**config.mk**
```make
export PLATFORM = sky130hd
export DESIGN_NAME = spi_fetch_master_flat
export DESIGN_NICKNAME = d
export VERILOG_FILES = /design/src/rtl/spi_fetch_master_if.sv /design/src/rtl/spi_fetch_master.sv /design/src/flat_wrapper.sv
export SDC_FILE = /design/constraint.sdc
export NUM_CORES = 1
export LEC_CHECK = 0
export ABC_AREA = 1
export CORE_MARGIN = 1
export CORE_UTILIZATION = 47
export DETAILED_ROUTE_END_ITERATION = 12
export PLACE_DENSITY = 0.75
export SLEW_MARGIN = 25
export SYNTH_ARGS = -nofsm -noshare
export SYNTH_HDL_FRONTEND = slang
export SYNTH_SLANG_ARGS = --single-unit
```
**constraint.sdc**
```tcl
create_clock -name clk -period 1.4 [get_ports clk]
set_input_delay 0.28 -clock clk [delete_from_list [all_inputs] [get_ports clk]]
set_output_delay 0.28 -clock clk [all_outputs]
set_load 0.01 [all_outputs]
```
**src/rtl/spi_fetch_master_if.sv**
```systemverilog
// ---------------------------------------------------------------------------
// spi_fetch_master_if
//   CPU fetch-side handshake between the instruction fetch stage and the
//   SPI flash fetch master.
//
//   fetch_req    CPU -> master  request a fetch (looked at only while idle)
//   fetch_addr   CPU -> master  16-bit instruction word address
//   instr        master -> CPU  last fetched instruction word
//   instr_valid  master -> CPU  one-cycle pulse when instr is updated
//   busy         master -> CPU  transaction in progress
//
//   modport master : the CPU fetch stage (issues requests)
//   modport slave  : the SPI fetch engine (serves requests)
// ---------------------------------------------------------------------------
interface spi_fetch_master_if;
    logic        fetch_req;
    logic [15:0] fetch_addr;
    logic [15:0] instr;
    logic        instr_valid;
    logic        busy;

    modport master (
        output fetch_req,
        output fetch_addr,
        input  instr,
        input  instr_valid,
        input  busy
    );

    modport slave (
        input  fetch_req,
        input  fetch_addr,
        output instr,
        output instr_valid,
        output busy
    );
endinterface

```
**src/rtl/spi_fetch_master.sv**
```systemverilog
// ---------------------------------------------------------------------------
// spi_fetch_master
//   Fetches one 16-bit instruction per request from SPI flash with a READ
//   transaction: 8 command bits, 24 byte-address bits, 16 data bits, SPI
//   mode 0, MSB first. Accept-to-instr_valid latency is 96*CLK_DIV cycles.
//
//   clk         system clock, all logic on posedge
//   rst         synchronous active-high reset
//   fetch       CPU fetch handshake (slave side of spi_fetch_master_if)
//   spi_cs      chip select, active low
//   spi_sck     SPI clock, idles low
//   spi_mosi    serial data out
//   spi_miso    serial data in, sampled on SCK rise
//   spi_state   phase: 0=IDLE 1=CMD 2=ADDR 3=DATA
//   bit_cnt     bit index within the current phase
//   pc_current  latched word address of the current/last fetch
// ---------------------------------------------------------------------------
module spi_fetch_master #(
    parameter int unsigned CLK_DIV  = 2,
    parameter logic [7:0]  READ_CMD = 8'h03
) (
    input  logic               clk,
    input  logic               rst,
    spi_fetch_master_if.slave  fetch,
    output logic               spi_cs,
    output logic               spi_sck,
    output logic               spi_mosi,
    input  logic               spi_miso,
    output logic [1:0]         spi_state,
    output logic [4:0]         bit_cnt,
    output logic [15:0]        pc_current
);

    typedef enum logic [1:0] {
        ST_IDLE = 2'd0,
        ST_CMD  = 2'd1,
        ST_ADDR = 2'd2,
        ST_DATA = 2'd3
    } state_e;

    localparam int unsigned      DIV_W    = (CLK_DIV > 1) ? $clog2(CLK_DIV) : 1;
    localparam logic [DIV_W-1:0] DIV_LAST = DIV_W'(CLK_DIV - 1);

    state_e            state_q, state_d;
    logic [4:0]        cnt_q,   cnt_d;
    logic [DIV_W-1:0]  div_q,   div_d;
    logic              sck_q,   sck_d;
    logic              cs_q,    cs_d;
    logic              mosi_q,  mosi_d;
    logic              busy_q,  busy_d;
    logic              valid_q, valid_d;
    logic [15:0]       pc_q,    pc_d;
    logic [15:0]       instr_q, instr_d;
    logic [31:0]       tx_q,    tx_d;   // bits still to be shifted out
    logic [15:0]       rx_q,    rx_d;   // instruction being assembled
    logic              tick;

    // SCK toggles whenever the divider wraps during a transaction.
    assign tick = busy_q && (div_q == DIV_LAST);

    // NOTE: every next-state signal gets a default first, so no path through
    // this block leaves a signal unassigned and no latch is inferred.
    always_comb begin
        state_d = state_q;
        cnt_d   = cnt_q;
        div_d   = div_q;
        sck_d   = sck_q;
        cs_d    = cs_q;
        mosi_d  = mosi_q;
        busy_d  = busy_q;
        valid_d = 1'b0;
        pc_d    = pc_q;
        instr_d = instr_q;
        tx_d    = tx_q;
        rx_d    = rx_q;

        if (!busy_q) begin
            div_d = '0;
            if (fetch.fetch_req && state_q == ST_IDLE) begin
                pc_d    = fetch.fetch_addr;
                cs_d    = 1'b0;
                busy_d  = 1'b1;
                state_d = ST_CMD;
                cnt_d   = 5'd0;
                // First bit goes out now; the rest is held pre-shifted.
                mosi_d  = READ_CMD[7];
                tx_d    = {READ_CMD[6:0], 7'b0, fetch.fetch_addr, 1'b0, 1'b0};
            end
        end else begin
            div_d = tick ? '0 : div_q + 1'b1;
            if (tick) begin
                sck_d = ~sck_q;
                if (!sck_q) begin
                    // Rising SCK: sample MISO, then advance to the index of the
                    // next bit so the flash sees it before the coming fall.
                    if (state_q == ST_DATA) begin
                        rx_d = {rx_q[14:0], spi_miso};
                    end
                    unique case (state_q)
                        ST_CMD: begin
                            if (cnt_q == 5'd7) begin
                                state_d = ST_ADDR;
                                cnt_d   = 5'd0;
                            end else begin
                                cnt_d = cnt_q + 5'd1;
                            end
                        end
                        ST_ADDR: begin
                            if (cnt_q == 5'd23) begin
                                state_d = ST_DATA;
                                cnt_d   = 5'd0;
                            end else begin
                                cnt_d = cnt_q + 5'd1;
                            end
                        end
                        ST_DATA: begin
                            if (cnt_q == 5'd15) begin
                                state_d = ST_IDLE;
                                cnt_d   = 5'd0;
                            end else begin
                                cnt_d = cnt_q + 5'd1;
                            end
                        end
                        default: ;
                    endcase
                end else if (state_q == ST_IDLE) begin
                    // Fall of the last data bit: the phase already returned
                    // to IDLE on the preceding rise, so this ends the frame.
                    cs_d    = 1'b1;
                    busy_d  = 1'b0;
                    mosi_d  = 1'b0;
                    instr_d = rx_q;
                    valid_d = 1'b1;
                end else begin
                    // Falling SCK: present the next bit. tx_q is empty once
                    // the address is out, which keeps MOSI low during DATA.
                    mosi_d = tx_q[31];
                    tx_d   = {tx_q[30:0], 1'b0};
                end
            end
        end
    end

    // NOTE: sequential state uses non-blocking assignments only, so every
    // register samples the values from before this edge.
    always_ff @(posedge clk) begin
        if (rst) begin
            state_q <= ST_IDLE;
            cnt_q   <= 5'd0;
            div_q   <= '0;
            sck_q   <= 1'b0;
            cs_q    <= 1'b1;
            mosi_q  <= 1'b0;
            busy_q  <= 1'b0;
            valid_q <= 1'b0;
            pc_q    <= 16'd0;
            instr_q <= 16'd0;
            tx_q    <= 32'd0;
            rx_q    <= 16'd0;
        end else begin
            state_q <= state_d;
            cnt_q   <= cnt_d;
            div_q   <= div_d;
            sck_q   <= sck_d;
            cs_q    <= cs_d;
            mosi_q  <= mosi_d;
            busy_q  <= busy_d;
            valid_q <= valid_d;
            pc_q    <= pc_d;
            instr_q <= instr_d;
            tx_q    <= tx_d;
            rx_q    <= rx_d;
        end
    end

    assign spi_cs            = cs_q;
    assign spi_sck           = sck_q;
    assign spi_mosi          = mosi_q;
    assign spi_state         = state_q;
    assign bit_cnt           = cnt_q;
    assign pc_current        = pc_q;
    assign fetch.instr       = instr_q;
    assign fetch.instr_valid = valid_q;
    assign fetch.busy        = busy_q;

endmodule

```
**src/flat_wrapper.sv**
```systemverilog
// flat-port wrapper written by rule: the top's interface ports become plain ports
module spi_fetch_master_flat 
#(
    parameter int unsigned CLK_DIV  = 2,
    parameter logic [7:0]  READ_CMD = 8'h03
)
  (clk, rst, spi_cs, spi_sck, spi_mosi, spi_miso, spi_state, bit_cnt, pc_current, fetch_fetch_req, fetch_fetch_addr, fetch_instr, fetch_instr_valid, fetch_busy);
  spi_fetch_master_if fetch_i ();
  input  logic clk;
  input  logic rst;
  output logic spi_cs;
  output logic spi_sck;
  output logic spi_mosi;
  input  logic spi_miso;
  output logic [1:0] spi_state;
  output logic [4:0] bit_cnt;
  output logic [15:0] pc_current;
  input wire logic [$bits(fetch_i.fetch_req)-1:0] fetch_fetch_req;
  input wire logic [$bits(fetch_i.fetch_addr)-1:0] fetch_fetch_addr;
  output wire logic [$bits(fetch_i.instr)-1:0] fetch_instr;
  output wire logic [$bits(fetch_i.instr_valid)-1:0] fetch_instr_valid;
  output wire logic [$bits(fetch_i.busy)-1:0] fetch_busy;
  assign fetch_i.fetch_req = fetch_fetch_req;
  assign fetch_i.fetch_addr = fetch_fetch_addr;
  assign fetch_instr = fetch_i.instr;
  assign fetch_instr_valid = fetch_i.instr_valid;
  assign fetch_busy = fetch_i.busy;
  spi_fetch_master #(.CLK_DIV(CLK_DIV), .READ_CMD(READ_CMD)) u_core (.clk(clk), .rst(rst), .fetch(fetch_i), .spi_cs(spi_cs), .spi_sck(spi_sck), .spi_mosi(spi_mosi), .spi_miso(spi_miso), .spi_state(spi_state), .bit_cnt(bit_cnt), .pc_current(pc_current));
endmodule
```
==> results.py, run 1 <==
metrics = {
    "final_layout": {
        "fin_nets": 609,
        "filler_cell_count": 556,
        "stdcell_area_um2": 5303,
        "drive_gt1_share_pct": 28.67,
        "fin_cells": 685,
        "num_antenna_cells": 0,
        "area_growth_pct": 44.20,
    },
    "setup_path": {
        "critPathSlowestCell": "dfxtp_4",
        "r2r-start": "u_core.spi_state[1]$_SDFFE_PP0P_",
        "critPathRequiredTime_ns": 1.67,
        "path_depth": 9,
        "critPathLaunch": "u_core.spi_state[1]$_SDFFE_PP0P_",
        "critical_path.endpoint": "u_core.tx_q[5]$_SDFFE_PP0P_",
        "reg2reg_depth": 9,
        "r2r_slack_ns": -0.12,
        "worst_ep_arrival_time_ns": 1.79,
        "reg2reg_to": "u_core.tx_q[5]$_SDFFE_PP0P_",
        "path_delay_family": "flip-flops",
        "slowest_delay_ns": 0.38,
        "crit_buf_inv": 3,
        "end_kind": "flip-flop",
        "path_cells": "inv_4 -> ha_4 -> nand3_4 -> nand2_4 -> inv_6 -> nor2_8 -> buf_12 -> o21ai_1 -> a31oi_1",
        "critical_path_class": "reg -> reg",
        "crit_fanout": 8,
        "start_kind": "flip-flop",
    },
    "sta": {
        "slew_headroom_pct": 83.77,
        "fin_ws_ns": -0.1187,
        "worstMarginPinSlew_ns": 0.2409,
        "slew_violations": 0,
        "rsz0062_at_grt": "true",
        "fin_crit_ns": 1.519,
        "tns_ns": -2.560,
        "hold_viol": 0,
        "fin_crit_sh_pct": 108.5,
        "fin_hold_ws_ns": 0.4607,
        "fmax_mhz": 658.5,
        "skew_ns": 0.01732,
        "setup_viol": 51,
    },
    "placed_design": {
        "gp_congestion": 0.8079,
        "place_area_um2": 4677,
        "hpwl_um": 5781,
        "io_buffer_count": 63,
        "dpl.cell_count": 652,
    },
    "synthesis": {
        "synth_cells": 482,
        "synth_simple_gate_area_share_pct": 25.62,
        "ys_warn_count": 0,
        "synthAdderAreaFrac_pct": 2.722,
        "synth.cell_area_um2": 3677,
        "synth_nets": 510,
        "ys_seq_elements": 91,
        "muxShareOfSynthArea_pct": 0,
        "synth_top_family_by_area": "simple AND/OR/NAND/NOR gates",
        "synth.distinct_cells": 29,
        "synth_compound_area_share_pct": 15.65,
        "ys_seq_area_share_pct": 49.54,
        "syn_avg_cell_area_um2": 7.629,
        "yosys.area_share.xor_xnor_pct": 0.2382,
    },
    "die": {
        "pin_count": 64,
        "core_um2": 7408,
        "num_rows": 31,
        "dieWidth_um": 90.46,
        "die-area_um2": 8182,
        "start_util_pct": 49.64,
        "die_y_um": 90.46,
    },
    "drt": {
        "num_vias": 3492,
        "wl_um": 9289,
        "drtPass1Iterations": 5,
        "drt_iter0_drc": 158,
        "wl_per_cell_um": 13.56,
        "antenna_left": 0,
        "drc": 0,
        "viasPerCell": 5.098,
    },
    "global_route": {
        "grt_pass1_wl_um": 15030,
        "antenna_found_initial": 0,
        "grt-ovfl-total": 0,
        "grt_max_degree": 35,
        "grt_pass1_vias": 3164,
        "grtUsageTotal_pct": 22.57,
    },
    "clock_network": {
        "clock_latency_ns": 0.36,
        "max-clock-path-buffers": 2,
        "cts_tree": "done",
        "cts-htree-levels": 3,
        "cts_root_buf": "clkbuf_8",
        "path_clk_slew_ns": 0.10,
        "cts.sinks": 91,
        "numCtsBuffers": 9,
    },
    "status": {
        "status": "finished, violations left",
        "violations": "negative setup slack",
    },
    "worst_hold_path": {
        "hp-start": "u_core.tx_q[30]$_SDFFE_PP0P_",
        "hp-class": "reg -> reg",
    },
    "flow_run": {
        "cap_violations": 0,
    },
    "power": {
        "leakagePower_nw": 2.253,
        "cellPowerDensity_nw_per_um2": 1640,
        "ir_drop_uv": 1071,
    },
}
==> state kept, by name, indices dropped and copies added (netlist names) <==
name,cells
u_core.spi_cs,1
u_core.spi_sck,1
u_core.spi_state,2
u_core.rx_q,16
u_core.fetch.instr_valid,1
u_core.fetch.busy,1
u_core.spi_mosi,1
u_core.div_q,1
u_core.tx_q,30
u_core.bit_cnt,5
u_core.fetch.instr,16
u_core.pc_current,16
==> per-layer routing <==
layer	wire, um	up-vias	GRT usage (%)
met4	170	0	8.199
met3	482	16	4.377
met5	0	-	0
li1	-	1765	-
met1	4093	1619	28.87
met2	4542	92	37.79
==> synthesized netlist by cell type (all sizes together) <==
cell / n / share of area (%)
buf: 11 / 2.5
nand4: 1 / 0.17
nand2: 118 / 12
ha: 8 / 2.7
nand3: 9 / 1.6
nor3: 3 / 0.71
inv: 21 / 2.2
xor2: 1 / 0.24
o21ai: 56 / 7.6
nand3b: 1 / 0.20
a21oi: 39 / 5.3
clkbuf: 15 / 1.5
a31oi: 15 / 2.6
o22ai: 1 / 0.17
nor2: 90 / 10
dfxtp: 91 / 50
or2: 2 / 0.34
==> how the worst min path moves through the flow <==
| stage | end | slack (ns) | cells past startpoint |
|---|---|---|---|
| 2_1_floorplan | u_core.rx_q[0]$_SDFFE_PP0P_ | 0.41 | 2 |
| 3_3_place_gp | u_core.tx_q[30]$_SDFFE_PP0P_ | 0.45 | 2 |
| 3_5_place_dp | u_core.pc_current[2]$_SDFFE_PP0P_ | 0.45 | 2 |
| 4_1_cts | u_core.tx_q[24]$_SDFFE_PP0P_ | 0.47 | 2 |
| 5_1_grt | u_core.tx_q[24]$_SDFFE_PP0P_ | 0.48 | 2 |
| 6_report | u_core.tx_q[31]$_SDFFE_PP0P_ | 0.46 | 2 |
==> metrics by stage <==
| step | power (W) | worst slack (ns) | utilization (%) |
|---|---|---|---|
| 6_report | 0.008695 | -0.1187 | 71.58 |
| 5_1_grt | 0.009190 | -0.2003 | 71.58 |
| 4_1_cts | 0.008334 | -0.09627 | 68.21 |
| 3_5_place_dp | 0.006393 | -0.3231 | 63.13 |
| 3_3_place_gp | 0.006304 | -0.2310 | 63.13 |
| 2_1_floorplan | 0.005228 | -0.04493 | - |
==> worst reg2reg max path, cell delays in order (launching register included) <==
cell and delay (ns):
dfxtp_4 0.38, inv_4 0.07, ha_4 0.17, nand3_4 0.08, nand2_4 0.10, inv_6 0.05
nor2_8 0.19, buf_12 0.15, o21ai_1 0.06, a31oi_1 0.20
==> logic make-up after synthesis <==
family / Yosys count
AND/OR/NAND/NOR: 224
buffers and inverters: 47
AO/OA/AOI/OAI: 111
flip-flops: 91
XOR/XNOR: 1
adder cells (fa/ha/maj): 8
==> power by group <==
group | internal (W) | switching [W] | leakage (nW)
Combinational | 0.00172 | 0.00198 | 1.41
Sequential | 0.00303 | 0.000279 | 0.744
Clock | 0.000676 | 0.00101 | 0.0964
Total | 0.00543 | 0.00327 | 2.25
==> placed cells by master (no fill, tap or decap), types with 5 or more instances in the layout <==
cell,netlist,routed
nand2_1,114,93
dfxtp_1,91,83
nor2_1,85,65
dlygate4sd2_1,0,37
buf_4,2,32
o21ai_1,13,27
o21ai_0,43,26
a21oi_1,39,25
nand2_2,3,21
clkdlybuf4s50_1,0,19
a31oi_1,15,15
a21oi_2,0,14
nor2_4,2,13
nor2_2,2,11
inv_1,14,9
clkbuf_8,0,9
buf_6,5,8
buf_12,0,7
inv_4,1,6
nand3_1,8,5
==> cell type report <==
type                            count  area [um^2]  share of cell area, %
Sequential cell                    91         1842                  34.73
Tap cell                           99        123.9                  2.336
Inverter                           21        112.6                  2.124
Timing Repair inverter              1        7.507                 0.1416
Multi-Input combinational cell    344         1938                  36.55
Clock inverter                      7        57.56                  1.085
Clock buffer                        9        123.9                  2.336
Timing Repair Buffer              113         1097                  20.69
==> repair_timing <==
| item | 4_1_cts | 5_1_grt |
|---|---|---|
| hold buffers | 0 | 0 |
| resized for setup | 91 | 90 |
| setup buffers | 9 | 4 |
| setup endpoints to repair | 94 | 88 |
| pin swaps | 13 | 11 |
| endpoints found under the hold margin | 0 | 0 |
| cloned | 2 | 2 |
No activity file was read; power rests on OpenSTA's default activity.
==> inputs of run 2 (changes only) <==
PLACE_DENSITY = not set   (was 0.75)
PLACE_DENSITY_LB_ADDON = 0.3   (was not set)
==> results.py, run 2 (synthesis gave the netlist of run 1 again) <==
metrics = {
    "drt": {
        "drt_iter0_drc": 361,
        "viasPerCell": 5.826,
        "num_vias": 4090,
        "drtPass1Iterations": 5,
        "drc": 0,
        "antenna_left": 0,
        "wl_um": 14070,
        "wl_per_cell_um": 20.04,
    },
    "final_layout": {
        "largest_register_ffs": 30,
        "area_growth_pct": 65.33,
        "largest-register": "u_core.tx_q",
        "num_antenna_cells": 0,
        "multi_input_area_um2": 2391,
        "stdcell_area_um2": 6080,
        "filler_cell_count": 382,
        "drive_gt1_share_pct": 44.11,
        "regArea_um2": 1846,
        "fin_cells": 702,
        "fin_util_pct": 82.06,
        "layout_common_cells": "dfxtp_1, nand2_1, nor2_1",
        "final_common_cell": "dfxtp_1",
        "fin_nets": 626,
    },
    "sta": {
        "worstMarginPinSlew_ns": 0.4463,
        "slew_violations": 0,
        "fin_ws_ns": -0.3348,
        "hold_viol": 0,
        "rsz0062_at_grt": "true",
        "setup_viol": 89,
        "fmax_mhz": 576.4,
        "slew_headroom_pct": 69.94,
        "fin_crit_sh_pct": 123.9,
        "fin_crit_ns": 1.735,
        "skew_ns": 0.01675,
    },
    "placed_design": {
        "place_ws_ns": -0.3078,
        "io_buffer_count": 63,
        "gp_congestion": 0.7985,
        "dpl.cell_count": 650,
        "hpwl_um": 5863,
        "place_area_um2": 4662,
    },
    "clock_network": {
        "cts_tree": "done",
        "path_clk_slew_ns": 0.11,
        "numCtsBuffers": 9,
        "holdBufCountCts": 0,
        "max-clock-path-buffers": 2,
        "cts.sinks": 91,
        "cts-htree-levels": 3,
        "cts_root_buf": "clkbuf_8",
        "clock_latency_ns": 0.37,
    },
    "power": {
        "ir_drop_uv": 958.1,
        "p_total_w": 0.01059,
        "p_int_w": 0.006306,
        "cellPowerDensity_nw_per_um2": 1742,
        "p_switching_w": 0.004287,
        "sequentialPowerShare_pct": 32.2,
        "p_sw_share_pct": 40.47,
        "leakagePower_nw": 2.537,
        "p_clk_share_pct": 18.1,
        "comb_power_share_pct": 49.7,
    },
    "setup_path": {
        "critical_path_class": "reg -> reg",
        "critPathRequiredTime_ns": 1.70,
        "r2r_slack_ns": -0.33,
        "crit_fanout": 4,
        "reg2reg_to": "u_core.tx_q[31]$_SDFFE_PP0P_",
        "critPathLaunch": "u_core.spi_state[1]$_SDFFE_PP0P_",
        "reg2reg_depth": 12,
        "critical_path.endpoint": "u_core.tx_q[31]$_SDFFE_PP0P_",
        "start_kind": "flip-flop",
        "r2r-start": "u_core.spi_state[1]$_SDFFE_PP0P_",
        "worst_ep_arrival_time_ns": 2.04,
        "end_kind": "flip-flop",
    },
    "die": {
        "dieWidth_um": 90.46,
        "die-area_um2": 8182,
        "die_y_um": 90.46,
        "num_rows": 31,
        "start_util_pct": 49.64,
        "pin_count": 64,
        "core_um2": 7408,
    },
    "global_route": {
        "grt_pass1_wl_um": 18370,
        "grtUsageTotal_pct": 28.20,
        "grt_max_degree": 35,
        "antenna_found_initial": 0,
        "grt-ovfl-total": 0,
        "grt_pass1_vias": 3899,
    },
    "status": {
        "status": "finished, violations left",
        "violations": "negative setup slack",
    },
    "worst_hold_path": {
        "hp-start": "u_core.pc_current[9]$_SDFFE_PP0P_",
        "hp-class": "reg -> reg",
    },
    "flow_run": {
        "cap_violations": 0,
    },
}
==> run 2: changes by cell type in the layout (fill, tap and decap cells not counted), moves of 10 or more <==
cell,delta
a21oi_1,-15
a21oi_2,+14
nand2_1,-15
nor2_1,-10
nor2_4,+12
o21ai_1,-22
o21ai_2,+29
==> run 2: what timing repair did <==
item | 4_1_cts | 5_1_grt
endpoints found under the setup margin | 113 | 94
resized for setup | 223 | 94
gates cloned | 5 | 1
pin swaps | 38 | 34
setup buffers | 25 | 10
endpoints found under the hold margin | 0 | 0
==> run 2: area by class of cell <==
cell class / count / share of cell area [%]
clock buffer: 10 / 2.264
clock inverter: 6 / 1.132
inverter: 21 / 2.140
multi-input combinational: 344 / 39.33
sequential: 91 / 30.36
tap: 99 / 2.037
timing repair buffer: 131 / 22.74
==> run 2: how the worst min path moves through the flow <==
stage                                              to  slack (ns)  depth (start not counted)
floorplan                 u_core.rx_q[0]$_SDFFE_PP0P_        0.41                          2
global placement         u_core.tx_q[30]$_SDFFE_PP0P_        0.45                          2
detailed placement       u_core.tx_q[30]$_SDFFE_PP0P_        0.46                          2
CTS                      u_core.tx_q[31]$_SDFFE_PP0P_        0.46                          2
global route             u_core.tx_q[29]$_SDFFE_PP0P_        0.50                          2
finish              u_core.pc_current[9]$_SDFFE_PP0P_        0.47                          2
==> run 2: worst max-delay path, stage by stage (launching register included) <==
cell and delay [ns]:
dfxtp_4 0.38, buf_12 0.13, clkinv_8 0.04, ha_4 0.17, nand3_4 0.09, nand2_4 0.12
buf_6 0.11, nand3_4 0.08, inv_4 0.09, buf_12 0.11, buf_6 0.10, nand2_4 0.06
a21oi_4 0.18
==> run 2: power by group through the flow <==
stage / Sequential (W) / Clock (W) / Combinational [W]
final: 0.00341 / 0.00192 / 0.00527
after global routing: 0.00344 / 0.00202 / 0.00549
after CTS: 0.00331 / 0.00188 / 0.00432
after detailed placement: 0.00334 / 0 / 0.00300
after global placement: 0.00333 / 0 / 0.00290
after floorplan: 0.00340 / 0 / 0.00183
==> run 2: metrics by stage <==
| step | hold WS [ns] | TNS, ns |
|---|---|---|
| global route | 0.4989 | -19.57 |
| floorplan | 0.4149 | -0.3584 |
| finish | 0.4685 | -15.83 |
| global placement | 0.4465 | -8.560 |
| CTS | 0.4606 | -9.616 |
| detailed placement | 0.4555 | -11.61 |
==> run 2: routing by layer <==
| layer | vias to the layer above | share of wire (%) | global-route usage (%) |
|---|---|---|---|
| met4 | 0 | 3.9 | 14.38 |
| met2 | 276 | 52 | 50.13 |
| met5 | - | 0 | 0 |
| met3 | 58 | 7.6 | 5.135 |
| li1 | 1803 | - | - |
| met1 | 1953 | 37 | 32.22 |
